`src/rtl/mem_access_unit.sv`:
```
// Load/store unit between a byte-addressed request port and a word-wide data memory.
// Sub-word stores are done as read-modify-write through the MERGE state.
module mem_access_unit #(
    parameter int ADDR_W = 10
) (
    input  logic              clk,
    input  logic              rst_n,
    input  logic              req_valid,
    output logic              req_ready,
    input  logic              req_we,
    input  logic [1:0]        req_size,
    input  logic              req_unsigned,
    input  logic [ADDR_W+1:0] req_addr,
    input  logic [31:0]       req_wdata,
    output logic              rsp_valid,
    input  logic              rsp_ready,
    output logic [31:0]       rsp_data,
    output logic              rsp_err,
    output logic [ADDR_W-1:0] dm_addr,
    output logic              dm_wen,
    output logic [31:0]       dm_wdata,
    input  logic [31:0]       dm_rdata
);

    typedef enum logic [1:0] {IDLE, ACCESS, MERGE, RESP} state_t;

    state_t            state_q, state_d;
    logic              we_q, we_d;
    logic [1:0]        size_q, size_d;
    logic              uns_q, uns_d;
    logic [ADDR_W+1:0] addr_q, addr_d;
    logic [31:0]       wdata_q, wdata_d;
    logic [31:0]       cap_q, cap_d;
    logic [31:0]       rsp_data_q, rsp_data_d;
    logic              rsp_err_q, rsp_err_d;

    logic        req_bad;
    logic [31:0] byte_sh;
    logic [7:0]  lane_b;
    logic [15:0] lane_h;
    logic [31:0] load_ext;
    logic [31:0] merged;

    assign req_bad = (req_size == 2'b11) ||
                     (req_size == 2'b01 && req_addr[0]) ||
                     (req_size == 2'b10 && req_addr[1:0] != 2'b00);

    always_ff @(posedge clk or negedge rst_n) begin
        if (!rst_n) begin
            state_q    <= IDLE;
            we_q       <= 1'b0;
            size_q     <= 2'b00;
            uns_q      <= 1'b0;
            addr_q     <= '0;
            wdata_q    <= '0;
            cap_q      <= '0;
            rsp_data_q <= '0;
            rsp_err_q  <= 1'b0;
        end else begin
            state_q    <= state_d;
            we_q       <= we_d;
            size_q     <= size_d;
            uns_q      <= uns_d;
            addr_q     <= addr_d;
            wdata_q    <= wdata_d;
            cap_q      <= cap_d;
            rsp_data_q <= rsp_data_d;
            rsp_err_q  <= rsp_err_d;
        end
    end

    always_comb begin
        state_d = state_q;
        case (state_q)
            IDLE:    if (req_valid) state_d = req_bad ? RESP : ACCESS;
            ACCESS:  state_d = (we_q && size_q != 2'b10) ? MERGE : RESP;
            MERGE:   state_d = RESP;
            RESP:    if (rsp_ready) state_d = IDLE;
            default: state_d = IDLE;
        endcase
    end

    // Lane extraction for loads, little-endian within the word.
    always_comb begin
        byte_sh  = dm_rdata >> {addr_q[1:0], 3'b000};
        lane_b   = byte_sh[7:0];
        lane_h   = addr_q[1] ? dm_rdata[31:16] : dm_rdata[15:0];
        load_ext = dm_rdata;
        case (size_q)
            2'b00:   load_ext = uns_q ? {24'h0, lane_b} : {{24{lane_b[7]}}, lane_b};
            2'b01:   load_ext = uns_q ? {16'h0, lane_h} : {{16{lane_h[15]}}, lane_h};
            default: load_ext = dm_rdata;
        endcase
    end

    always_comb begin
        merged = cap_q;
        if (size_q == 2'b00) begin
            case (addr_q[1:0])
                2'd0:    merged[7:0]   = wdata_q[7:0];
                2'd1:    merged[15:8]  = wdata_q[7:0];
                2'd2:    merged[23:16] = wdata_q[7:0];
                default: merged[31:24] = wdata_q[7:0];
            endcase
        end else if (addr_q[1]) begin
            merged[31:16] = wdata_q[15:0];
        end else begin
            merged[15:0] = wdata_q[15:0];
        end
    end

    always_comb begin
        we_d       = we_q;
        size_d     = size_q;
        uns_d      = uns_q;
        addr_d     = addr_q;
        wdata_d    = wdata_q;
        cap_d      = cap_q;
        rsp_data_d = rsp_data_q;
        rsp_err_d  = rsp_err_q;
        case (state_q)
            IDLE: if (req_valid) begin
                we_d       = req_we;
                size_d     = req_size;
                uns_d      = req_unsigned;
                addr_d     = req_addr;
                wdata_d    = req_wdata;
                rsp_data_d = '0;
                rsp_err_d  = req_bad;
            end
            ACCESS: begin
                if (!we_q)                    rsp_data_d = load_ext;
                else if (size_q != 2'b10)     cap_d      = dm_rdata;
            end
            default: ;
        endcase
    end

    always_comb begin
        req_ready = (state_q == IDLE);
        rsp_valid = (state_q == RESP);
        rsp_data  = rsp_data_q;
        rsp_err   = rsp_err_q;
        dm_addr   = addr_q[ADDR_W+1:2];
        dm_wen    = (state_q == MERGE) ||
                    (state_q == ACCESS && we_q && size_q == 2'b10);
        dm_wdata  = (state_q == MERGE) ? merged : wdata_q;
    end

endmodule

```
`config.mk`:
```
export PLATFORM = sky130hd
export DESIGN_NAME = mem_access_unit
export DESIGN_NICKNAME = d
export VERILOG_FILES = /design/src/rtl/mem_access_unit.sv
export SDC_FILE = /design/constraint.sdc
export NUM_CORES = 1
export LEC_CHECK = 0
export BUFFER_PORTS_ARGS = -buffer_cell sky130_fd_sc_hd__clkbuf_2
export CORE_ASPECT_RATIO = 1.5
export CORE_UTILIZATION = 40
export DETAILED_ROUTE_END_ITERATION = 10
export GPL_TIMING_DRIVEN = 0
export MAX_ROUTING_LAYER = met4
export PLACE_DENSITY = 0.69
export SYNTH_ARGS = -nofsm -noshare
export SYNTH_HDL_FRONTEND = slang
export SYNTH_SLANG_ARGS = --single-unit
```
`constraint.sdc`:
```
create_clock -name clk -period 2.52 [get_ports clk]
set_input_delay 0.504 -clock clk [delete_from_list [all_inputs] [get_ports clk]]
set_output_delay 0.504 -clock clk [all_outputs]
set_load 0.01 [all_outputs]
```
==> impl_metrics.toml, run 1 <==
[run_status]
status = "complete, but fails checks"
violations = "setup timing"

[grt]
grt_pass1_wl_um = 27800
grt.total_usage_pct = 25.8
global_route.usage.met2_pct = 42.6
antenna_found_initial = 0
grt_pass1_vias = 5234
grtUsageMet1_pct = 28.4
grt_max_degree = 116
grt_overflow = 0
met3_usage_pct = 4.72
grt-busiest-layer = "met2"

[clocking]
clockBufferDepth = 2
cts.sinks = 115
htree_levels = 4
cts_buffers = 17
cts_tree = "done"
clk_pin_slew_worst_paths_ps = 50
cts_root_buf = "clkbuf_16"
clkLatencyLatePin_ps = 410
cts_hold_buf = 0

[cells_and_area]
layout.nets = 787
antenna_cells = 0
drive_gt1_share_pct = 50.8
final_core_util_pct = 55.2
nFillCells = 1246
syn_to_final_growth_pct = 33.7

[synth]
synthDistinctLibCells = 43
async_flop_share_pct = 100
synthTopCellsByArea = "dfrtp_1 49%, mux2_2 19%, a21oi_1 3.5%"
syn_area_sq_um = 5830
yosys.area.top_type = "dfrtp_1"
synthFlopType = "dfrtp_1"
syn_avg_cell_area_sq_um = 11.5
yosysSeqAreaShare_pct = 49.4
synth_edf_count = 0
synth_nets = 597
synth_seq_cells = 115
synth_top_area_share_pct = 49.4
ys_warn_count = 0
synth_cells = 508

[sta]
hold_slack_ps = 197
period_minus_slack_ps = 2530
finalCritPeriodShare_pct = 101
worst_slack_ps = -14.9
final_max_slew_viol_count = 0
fmax_ghz = 0.394
finClkSkew_ps = 4.13
relSlewSlack_pct = 38.3
finalSetupViolations = 1
rsz0062_at_grt = "true"
hold_viol_final = 0
worst_pin_slew_ps = 925

[worst_setup_path]
r2r_cells = 5
r2r_end = "rsp_data[19]$_DFFE_PN0P_"
r2r_start = "state_q[1]$_DFFE_PN0P_"
cp.required_ps = 2020
criticalPathCategory = "flip-flop to primary output"
reg2reg_slack_ps = 240
cp_max_fo = 9
crit_arrival_ps = 2030
cp-end-kind = "primary output"
startpoint_type = "flip-flop"

[hold_path]
min_path_type = "primary input to asynchronous set/reset pin"

[die]
core_area_sq_um = 14100
io_pins = 162
die-height_um = 150
core.rowCount = 53
fp.dieW_um = 101
initial_core_util_pct = 41.2
dieArea_sq_um = 15100

[power]
power_density_nw_per_um2 = 1510
p_leak_nw = 3.69
ir_worst_vdd_mv = 0.728

[detailed_routing]
wl_um = 18100
vias = 4939
drc = 0
drt_iter0_drc = 206
dr.pass1.iters = 4
ant_nets = 0
routed_via_density = 5.48
post_drt_wl_per_cell_um = 20.1

[placement]
dpl.hpwl_um = 13700
port_buffers = 161
gp_congestion = 0.923

[flow_run]
cap_violations = 0
-- Yosys cell counts, drive strengths merged (3+ instances only) --
library cell	count
buf	20
nand2	23
nor2	28
o21a	6
o21ai	22
o31ai	6
clkbuf	28
a221o	16
a31oi	3
nand2b	3
a22o	23
mux2	97
nor2b	12
a22oi	8
a311oi	6
ha	5
dfrtp	115
mux2i	10
a21oi	41
inv	12
nor3b	7
-- worst max-delay path by stage --
stage,from,to
after floorplan,addr_q[1]$_DFFE_PN0P_,dm_wdata[0]
after global placement,rst_n,rsp_data[19]$_DFFE_PN0P_
after detailed placement,addr_q[1]$_DFFE_PN0P_,dm_wdata[0]
after CTS,size_q[0]$_DFFE_PN0P_,dm_wdata[29]
after global routing,size_q[0]$_DFFE_PN0P_,dm_wdata[29]
final,size_q[1]$_DFFE_PN0P_,dm_wdata[29]
-- stage by stage --
stage / power, mW / cells / TNS [ps] / instance area, sq um / setup slack, ps
floorplan: 6.75 / 508 / 0 / 5830 / 343
global placement: 8.44 / 861 / -73030 / 6870 / -617
detailed placement: 8.62 / 861 / -5610 / 6880 / -208
CTS: 11.6 / 898 / -201 / 7700 / -63.2
global route: 12.4 / 901 / -232 / 7790 / -63.6
finish: 11.8 / 901 / -14.9 / 7790 / -14.9
-- cell families after synthesis --
family	count (synthesis)	share of synthesized area, %
simple gates	81	6.94
buf+inv	60	4.81
compound gates	140	17.3
mux	107	20.5
flops	115	49.4
fa+ha+maj	5	1.07
-- critical path, cell delays in order (launching register included) --
cell      delay [ps]
dfrtp_1          370
buf_6            150
or2_4            280
buf_8            140
a22o_1           250
a22oi_2          160
a21oi_1          110
clkbuf_2         140
-- power by group --
part	internal [mW]	switching [mW]
Clock	1.75	0.845
Sequential	2.71	0.653
Combinational	2.80	3.04
Total	7.26	4.54
-- layer usage --
metal / part of all wire (%) / vias to the layer above
li1: - / 2240
met1: 38 / 2422
met2: 51 / 219
met3: 5.0 / 58
met4: 5.8 / 0
met5: 0 / -
-- placed cells by master (no fill, tap or decap), types with 7 or more instances in the layout --
master     count
buf_6          7
a22o_1        22
a21oi_1       38
clkbuf_1      13
nand2_1       22
clkbuf_16     17
buf_4         19
mux2_2        96
inv_1         11
mux2i_1        8
dfrtp_1      115
clkbuf_2     164
nor2_1        27
nor2b_1       12
o21ai_0       15
a221o_2       10
-- state kept, by name, summed over array words and instances (netlist names) --
signal	cells
cap_q	32
rsp_data	32
wdata_q	32
addr_q	12
size_q	2
state_q	2
rsp_err	1
uns_q	1
we_q	1
-- what timing repair did --
| action | CTS | global route |
|---|---|---|
| pin swaps | 9 | 4 |
| setup endpoints to repair | 53 | 42 |
| gates resized for setup | 37 | 29 |
| setup buffers | 10 | 3 |
-- final cells by class --
class / count / area, sq um / share of cell area, %
Clock buffer: 18 / 439 / 5.64
Multi-Input combinational cell: 333 / 2780 / 35.7
Clock inverter: 12 / 188 / 2.41
Sequential cell: 115 / 2880 / 36.9
Inverter: 12 / 45.0 / 0.578
Tap cell: 192 / 240 / 3.08
Timing Repair Buffer: 174 / 936 / 12.0
Buffer: 45 / 283 / 3.63
Note: power is estimated with default switching activity, not from simulation.
==> run 2, diff against run 1 <==
GPL_TIMING_DRIVEN = default   (was 0)
RECOVER_POWER = 25   (was default)
==> run 2 against run 1 <==
  * Worst setup slack improved by 8.7 ps
  * Wire length fell by 3.1%
  * First-iteration DRC count rose by 3.4%
  * The run ends with capacitance limit, slew limit, setup timing left
  * Sequential cell count did not move
  * Clock power rose by 5%
  * Total power fell by 1.0%
  * Via count fell by 2.5%
  * Non-clock buffer count fell by 28
  * Core utilization fell by 0.64 points
==> impl_metrics.toml, run 2 (synthesized netlist as in run 1, its figures left out) <==
[run_status]
status = "complete, but fails checks"
violations = "capacitance limit, slew limit, setup timing"

[clocking]
cts_root_buf = "clkbuf_16"
clockBufferDepth = 2
cts_hold_buf = 0
htree_levels = 4
cts_tree = "done"
cts.sinks = 115
clk_pin_slew_worst_paths_ps = 50
cts_buffers = 17
clkLatencyLatePin_ps = 410

[worst_setup_path]
cp_slowest_cell = "dfrtp_1"
startpoint_type = "flip-flop"
cp_max_fo = 5
r2r_cells = 6
critical_path.cell_chain = "buf_6, nor3b_4, buf_4, buf_6, a22o_1, a22oi_1, a21oi_1, buf_2"
r2r_start = "addr_q[1]$_DFFE_PN0P_"
r2r_end = "rsp_data[15]$_DFFE_PN0P_"
crit_start = "size_q[0]$_DFFE_PN0P_"
crit_arrival_ps = 2020
slowest_delay_ps = 430
crit_end = "dm_wdata[30]"
cp-end-kind = "primary output"
criticalPathCategory = "flip-flop to primary output"
cp.required_ps = 2020
reg2reg_slack_ps = 410
cpMostUsedCell = "buf_6"

[sta]
hold_viol_final = 0
fmax_ghz = 0.396
worst_slack_ps = -6.18
finClkSkew_ps = 4.82
finalCritPeriodShare_pct = 100
finalSetupViolations = 1
worst_pin_slew_ps = 1950
relSlewSlack_pct = -30.2
rsz0062_at_grt = "true"
period_minus_slack_ps = 2530
final_max_slew_viol_count = 35
hold_slack_ps = 323

[die]
core.rowCount = 53
core_area_sq_um = 14100
dieArea_sq_um = 15100
io_pins = 162
die-height_um = 150
fp.dieW_um = 101
initial_core_util_pct = 41.2

[detailed_routing]
vias = 4815
post_drt_wl_per_cell_um = 20.1
drt_iter0_drc = 213
drc = 0
wl_um = 17600
ant_nets = 0
dr.pass1.iters = 7
routed_via_density = 5.51

[power]
p_total_mw = 11.7
power_density_nw_per_um2 = 1520
ir_worst_vdd_mv = 0.665
p_leak_nw = 3.65

[grt]
grt_max_degree = 50
grt.total_usage_pct = 24.8
grt_pass1_vias = 5065
grt_pass1_wl_um = 26900
grt_overflow = 0
antenna_found_initial = 0

[placement]
dpl.hpwl_um = 13200
dp_cells = 837
dp_slack_ps = 276
port_buffers = 161
place_area_sq_um = 6850
gp_congestion = 0.887

[cells_and_area]
nFillCells = 1224
syn_to_final_growth_pct = 32.2
mostFrequentLayoutCell = "clkbuf_2"
final_cell_mix = "156 x clkbuf_2, 113 x dfrtp_1, 96 x mux2_2"
fin_area_sq_um = 7700
layout.cells.non_filler = 874
antenna_cells = 0
drive_gt1_share_pct = 51.8
layout.nets = 760

[hold_path]
min_path_type = "primary input to flip-flop"

[flow_run]
cap_violations = 1
==> run 2: changes by cell type in the layout (fill, tap and decap cells not counted), sizes merged <==
| cell | previous run | this run |
|---|---|---|
| buf | 36 | 34 |
| or2 | 2 | 3 |
| clkinv | 6 | 4 |
| bufinv | 5 | 6 |
| clkbuf | 201 | 176 |
==> run 2: through the flow <==
stage / util [%] / TNS [ps]
after floorplan: - / 0
after global placement: 48.5 / 0
after detailed placement: 48.5 / 0
after CTS: 53.7 / -63.5
after global routing: 54.5 / -251
final: 54.5 / -6.18
==> run 2: final cells by class <==
type	instances	area, sq um	share of cell area, %
Multi-Input combinational cell	334	2810	36.4
Sequential cell	115	2880	37.4
Inverter	12	45.0	0.585
Timing Repair Buffer	191	1070	13.9
Clock inverter	11	208	2.70
Clock buffer	19	453	5.88
Tap cell	192	240	3.12
==> run 2: worst min path at each step <==
stage / from / endpoint / depth (start not counted)
2_1_floorplan: rst_n / addr_q[0]$_DFFE_PN0P_ / 0
3_3_place_gp: rsp_data[7]$_DFFE_PN0P_ / rsp_data[7]$_DFFE_PN0P_ / 1
3_5_place_dp: rsp_data[7]$_DFFE_PN0P_ / rsp_data[7]$_DFFE_PN0P_ / 1
4_1_cts: rst_n / wdata_q[31]$_DFFE_PN0P_ / 1
5_1_grt: req_addr[7] / addr_q[7]$_DFFE_PN0P_ / 2
6_report: req_addr[7] / addr_q[7]$_DFFE_PN0P_ / 2
==> run 2: report_power, final <==
part,internal (mW),total [mW],switching (mW),leakage [nW]
clock network,1.89,2.72,0.837,0.324
registers,2.71,3.46,0.749,1.41
logic,2.66,5.50,2.84,1.92
total,7.25,11.7,4.43,3.65
==> run 2: worst max-delay path, delay by kind of cell (launching register included) <==
| kind | cells | cell delay, ps |
|---|---|---|
| buffers and inverters | 4 | 580 |
| DFF | 1 | 430 |
| AOI/OAI and AO/OA | 3 | 420 |
| and+or+nand+nor | 1 | 180 |
==> run 2: repair_timing <==
action / in CTS / in global routing
endpoints found under the setup margin: 19 / 32
resized for setup: 9 / 29
pin swaps: 6 / 5
gates cloned: 0 / 1
setup buffers: 5 / 1
==> run 2: metal layers <==
metal | global-route usage, % | share of wire, %
met1 | 27.2 | 39
met2 | 41.0 | 51
met3 | 4.67 | 4.4
met4 | 15.7 | 5.4
met5 | - | 0
